$ cat config.mk
export PLATFORM = sky130hd
export DESIGN_NAME = seven_seg_scan
export DESIGN_NICKNAME = d
export VERILOG_FILES = /design/src/rtl/seven_seg_scan_pkg.sv /design/src/rtl/hex_to_7seg.sv /design/src/rtl/seven_seg_scan.sv
export SDC_FILE = /design/constraint.sdc
export NUM_CORES = 1
export LEC_CHECK = 0
export BUFFER_PORTS_ARGS = -buffer_cell sky130_fd_sc_hd__buf_2
export CAP_MARGIN = 20
export CELL_PAD_IN_SITES_DETAIL_PLACEMENT = 1
export CELL_PAD_IN_SITES_GLOBAL_PLACEMENT = 2
export CORE_UTILIZATION = 31
export DETAILED_ROUTE_END_ITERATION = 10
export GPL_TIMING_DRIVEN = 1
export PLACE_DENSITY = 0.81
export SLEW_MARGIN = 0
export SYNTH_ARGS = -nofsm -noshare
export SYNTH_HDL_FRONTEND = slang
export SYNTH_SLANG_ARGS = --single-unit
$ cat constraint.sdc
create_clock -name clk_24M -period 2.5 [get_ports clk_24M]
set_input_delay 0.5 -clock clk_24M [delete_from_list [all_inputs] [get_ports clk_24M]]
set_output_delay 0.5 -clock clk_24M [all_outputs]
set_load 0.02 [all_outputs]
$ cat src/rtl/seven_seg_scan_pkg.sv
// rtl/seven_seg_scan_pkg.sv - shared state codes, digit count and segment table for the digit scanner
package seven_seg_scan_pkg;

  localparam int NUM_DIGITS = 4;

  typedef logic [1:0] state_t;
  localparam state_t ST_OFF   = 2'd0;
  localparam state_t ST_DEAD  = 2'd1;
  localparam state_t ST_DRIVE = 2'd2;

  // Active-low patterns indexed by hex digit, bit 0 = segment a.
  localparam logic [15:0][6:0] SEG_TABLE = {
    7'h0E, 7'h06, 7'h21, 7'h46, 7'h03, 7'h08, 7'h10, 7'h00,
    7'h78, 7'h02, 7'h12, 7'h19, 7'h30, 7'h24, 7'h79, 7'h40
  };

endpackage

$ cat src/rtl/hex_to_7seg.sv
// rtl/hex_to_7seg.sv - combinational hex nibble to active-low seven-segment decode
module hex_to_7seg
  import seven_seg_scan_pkg::*;
(
  input  logic [3:0] hex,
  output logic [6:0] seg_n
);

  assign seg_n = SEG_TABLE[hex];

endmodule

$ cat src/rtl/seven_seg_scan.sv
// rtl/seven_seg_scan.sv - four-digit multiplexed seven-segment scanner with dead time
// Frame inputs are shadowed on the wrapping tick so a frame never mixes two values.
module seven_seg_scan
  import seven_seg_scan_pkg::*;
#(
  parameter int DEAD_CYCLES   = 2,
  parameter int ZERO_SUPPRESS = 0
) (
  input  logic        clk_24M,
  input  logic        reset,
  input  logic        anode_tick,
  input  logic [15:0] value,
  input  logic [3:0]  dp_in,
  input  logic [3:0]  blank_in,
  output logic [3:0]  an_n,
  output logic [6:0]  seg_n,
  output logic        dp_n,
  output logic        frame_start
);

  localparam logic [3:0] DEAD_LOAD = 4'(DEAD_CYCLES);
  localparam logic [1:0] LAST_IDX  = 2'(NUM_DIGITS - 1);

  state_t      state_q, state_d;
  logic [1:0]  idx_q, idx_d;
  logic [3:0]  dead_q, dead_d;
  logic [15:0] val_sh_q, val_sh_d;
  logic [3:0]  dp_sh_q, dp_sh_d;
  logic [3:0]  blank_sh_q, blank_sh_d;
  logic [3:0]  an_n_q, an_n_d;
  logic [6:0]  seg_n_q, seg_n_d;
  logic        dp_n_q, dp_n_d;
  logic        frame_start_q, frame_start_d;

  logic        wrap;
  logic [3:0]  zs_blank;
  logic        digit_blank;
  logic [3:0]  nibble;
  logic [6:0]  dec_seg_n;

  assign wrap = anode_tick && (idx_q == LAST_IDX);

  always_comb begin
    idx_d      = idx_q;
    state_d    = state_q;
    dead_d     = dead_q;
    val_sh_d   = val_sh_q;
    dp_sh_d    = dp_sh_q;
    blank_sh_d = blank_sh_q;
    if (anode_tick) begin
      idx_d = idx_q + 2'd1;
      if (DEAD_CYCLES == 0) begin
        state_d = ST_DRIVE;
        dead_d  = 4'd0;
      end else begin
        state_d = ST_DEAD;
        dead_d  = DEAD_LOAD;
      end
      if (wrap) begin
        val_sh_d   = value;
        dp_sh_d    = dp_in;
        blank_sh_d = blank_in;
      end
    end else if (state_q == ST_DEAD) begin
      if (dead_q <= 4'd1) begin
        dead_d  = 4'd0;
        state_d = ST_DRIVE;
      end else begin
        dead_d = dead_q - 4'd1;
      end
    end
  end

  // Outputs are registered from next-state values so the new digit shows one clock after the tick.
  always_comb begin
    zs_blank[0] = 1'b0;
    zs_blank[1] = (ZERO_SUPPRESS != 0) && (val_sh_d[15:4] == 12'h000);
    zs_blank[2] = (ZERO_SUPPRESS != 0) && (val_sh_d[15:8] == 8'h00);
    zs_blank[3] = (ZERO_SUPPRESS != 0) && (val_sh_d[15:12] == 4'h0);
    digit_blank = blank_sh_d[idx_d] || zs_blank[idx_d] || (state_d == ST_OFF);
    an_n_d = 4'hF;
    if ((state_d == ST_DRIVE) && !digit_blank) begin
      an_n_d[idx_d] = 1'b0;
    end
    seg_n_d       = digit_blank ? 7'h7F : dec_seg_n;
    dp_n_d        = digit_blank ? 1'b1 : ~dp_sh_d[idx_d];
    frame_start_d = wrap;
  end

  assign nibble = val_sh_d[{idx_d, 2'b00} +: 4];

  hex_to_7seg u_dec (
    .hex   (nibble),
    .seg_n (dec_seg_n)
  );

  always_ff @(posedge clk_24M) begin
    if (reset) begin
      state_q       <= ST_OFF;
      idx_q         <= LAST_IDX;
      dead_q        <= 4'd0;
      val_sh_q      <= 16'h0000;
      dp_sh_q       <= 4'h0;
      blank_sh_q    <= 4'h0;
      an_n_q        <= 4'hF;
      seg_n_q       <= 7'h7F;
      dp_n_q        <= 1'b1;
      frame_start_q <= 1'b0;
    end else begin
      state_q       <= state_d;
      idx_q         <= idx_d;
      dead_q        <= dead_d;
      val_sh_q      <= val_sh_d;
      dp_sh_q       <= dp_sh_d;
      blank_sh_q    <= blank_sh_d;
      an_n_q        <= an_n_d;
      seg_n_q       <= seg_n_d;
      dp_n_q        <= dp_n_d;
      frame_start_q <= frame_start_d;
    end
  end

  assign an_n        = an_n_q;
  assign seg_n       = seg_n_q;
  assign dp_n        = dp_n_q;
  assign frame_start = frame_start_q;

endmodule
==> summary.md <==
| Metric | Value |
|---|---|
| Final instance area | `0.00274 sq mm` |
| Most frequent cells after synthesis | `dfxtp_1, nor2_1, mux2i_1` |
| P_leak | `1.21 nW` |
| Clk Latency, worst-skew pair | `290 ps` |
| Count leader, synth | `dfxtp_1` |
| Seq/Total Area, Yosys | `40.9%` |
| Worst-Margin Slew | `529 ps` |
| GRT overflow | `0` |
| CP max FO | `5` |
| Non-Filler Instances | `385` |
| Worst Hold Class | `reg -> reg` |
| Resized cells post-CTS | `0` |
| Power per cell area | `688 mW/mm^2` |
| Worst R2R End | `seg_n[3]` |
| Syn nets | `264` |
| Starting Density | `32.2%` |
| Syn_area_per_cell | `9.57 sq um` |
| Relative slew slack | `64.5%` |
| Synth unique cells | `43` |
| Synthesis warning total | `0` |
| Clock period minus worst slack | `2320 ps` |
| Gpl congestion | `0.755` |
| DRT antenna net count | `0` |
| Vert. Die Dim | `86.3 um` |
| DR DRC count | `0` |
| First-pass DRT Iterations | `4` |
| H-tree depth reported by CTS | `2` |
| Main synth FF type | `dfxtp_1` |
| Die Area | `0.00744 sq mm` |
| Number of clock sinks | `45` |
| Post-CTS setup buffers | `0` |
| Die width | `86.3 um` |
| R2r worst-path depth | `9` |
| Final net count | `322` |
| Unrepaired setup endpoints after global routing | `false` |
| Global-route wire length before repair | `8760 um` |
| CP Data Required Time | `2700 ps` |
| Via density | `4.78` |
| Hold_buf cts | `0` |
| Final slew viol count | `0` |
| Area contributors post-synth | `dfxtp_1, mux2i_1, nor2_1` |
| Critical path class | `reg -> reg` |
| CTS max path bufs | `2` |
| Layout cell share with drive strength beyond 1 | `33.6%` |
| Synthesized cell area | `0.00220 sq mm` |
| Crit path from | `idx_q[0]` |
| Cell accounting for the most synthesized area | `dfxtp_1` |
| Placed Cells | `377` |
| R2r setup slk | `180 ps` |
| Setup Skew | `4.02 ps` |
| Ys async rst share | `0%` |
| DRT iter0 DRCs | `56` |
| Top cell type's share of synthesized area | `40.9%` |
| Post-synth EDFFs | `0` |
| # diodes | `0` |
| Std cell rows | `30` |
| Design Power | `1.89 mW` |
| Worst r2r src | `idx_q[0]` |
| Total Wirelength | `5230 um` |
| Worst setup EP type | `flop` |
| Core area | `0.00683 sq mm` |
| HPWL after DPL | `4010 um` |
| Antenna violations before repair | `0` |
| Arr. time, crit path | `2520 ps` |
| Via count | `1841` |
| Seq cells post-synth | `45` |
| Outcome | `complete, no violations` |
| Maxcap violations | `0` |
| Worst setup path end | `seg_n[3]` |
| Clock Pin Slew Worst Setup and Hold Paths | `80 ps` |
| Final core utilization | `40.2%` |
| CTS Buf Count | `5` |
| Mapped Cells | `230` |
| Startpoint types | `flop` |
| Tcrit/Tclk final | `92.8%` |
| CTS tree | `built` |
| Vias in the first global route | `1881` |
| I/O pin cnt | `40` |
| Placed cell areas | `0.00262 sq mm` |
| Wire per inst | `13.6 um` |
| Synth-to-Final Area Change | `24.7%` |
| Largest net degree at the start of global routing | `31` |
| GRT Overall Usage | `15.1%` |
| Final Hold Fails | `0` |
| Final setup fails | `0` |
| Root Buffer Master | `clkbuf_8` |
| Port bufs | `39` |
| Max Fclk | `0.431 GHz` |
| Max IR drop VDD | `0.000268 V` |
==> kinds of logic after synthesis <==
logic type	share of synthesized area, %
XOR/XNOR	0.398
multiplexers	10.5
AND/OR/NAND/NOR	18.8
adder cells (fa/ha/maj)	3.98
AO/OA/AOI/OAI	20.1
flip-flops	40.9
buffers and inverters	5.34
==> cells in the final DEF, fill, tap and decap left out, types with 2 or more instances in the layout <==
| cell type | synthesis | layout |
|---|---|---|
| and3_1 | 9 | 9 |
| inv_1 | 11 | 11 |
| or2_1 | 3 | 3 |
| nand2_1 | 9 | 9 |
| a21boi_0 | 8 | 8 |
| a2111oi_4 | 2 | 2 |
| a21oi_1 | 10 | 10 |
| mux2i_1 | 17 | 17 |
| dfxtp_1 | 45 | 45 |
| nor2b_1 | 2 | 2 |
| o221ai_1 | 3 | 3 |
| nor3_1 | 5 | 5 |
| nor2_2 | 1 | 2 |
| buf_4 | 1 | 24 |
| nand3_1 | 3 | 3 |
| o21ba_2 | 8 | 8 |
| nor3b_1 | 3 | 2 |
| clkbuf_8 | 0 | 6 |
| nand2b_1 | 3 | 3 |
| o21ai_1 | 3 | 3 |
| o22ai_1 | 15 | 15 |
| and3b_1 | 2 | 2 |
| ha_1 | 7 | 7 |
| buf_2 | 4 | 39 |
| or2_2 | 5 | 5 |
| mux2_2 | 4 | 4 |
| nor2_1 | 25 | 24 |
==> layout make-up <==
type | count | area (sq um)
clock inverters | 1 | 30.0
clock buffers | 7 | 86.3
well taps | 96 | 120
fillers | 836 | 4090
multi-input cells | 162 | 1190
flip-flops and latches | 45 | 901
inverters | 11 | 41.3
repair buffers | 63 | 375
==> through the flow <==
step | hold slack, ps | setup TNS [ps] | worst slack [ps]
finish | 473 | 0 | 179
global route | 469 | 0 | 30.2
detailed placement | 461 | -79.0 | -44.5
global placement | 443 | 0 | 47.1
floorplan | 436 | 0 | 97.6
CTS | 465 | 0 | 77.5
==> per-layer routing <==
layer	up-vias	GRT usage (%)	wire length [um]
met2	33	26.4	2500
met4	0	4.55	55
li1	926	-	-
met1	876	18.4	2470
met3	6	3.52	206
met5	-	0	0
==> sequential cells by signal, summed over array words and instances, names as in the netlist <==
register / flops
dead_q: 4
dp_sh_q: 4
an_n: 4
dp_n: 1
blank_sh_q: 4
seg_n: 7
val_sh_q: 16
state_q: 2
frame_start: 1
idx_q: 2
==> critical path, stage by stage, from the launching register on <==
cell	delay, ps
dfxtp_1	330
ha_1	370
and3b_1	230
nor2_2	180
o22ai_1	100
or2_1	280
ha_1	260
mux2_2	280
mux2i_1	130
nand2_1	60
==> where the power goes <==
| group | total, mW | switching, mW | internal, mW |
|---|---|---|---|
| logic | 0.532 | 0.293 | 0.239 |
| clock network | 0.566 | 0.240 | 0.326 |
| registers | 0.791 | 0.0162 | 0.775 |
==> worst min-delay path by stage <==
stage | start | slack (ps) | cells past startpoint | endpoint
after floorplan | blank_sh_q[2] | 440 | 2 | blank_sh_q[2]
after global placement | blank_sh_q[2] | 440 | 2 | blank_sh_q[2]
after detailed placement | blank_sh_q[2] | 460 | 2 | blank_sh_q[2]
after CTS | value[1] | 460 | 3 | val_sh_q[1]
after global routing | value[1] | 470 | 3 | val_sh_q[1]
final | blank_sh_q[2] | 470 | 2 | blank_sh_q[2]
Note: power is estimated with default switching activity, not from simulation.
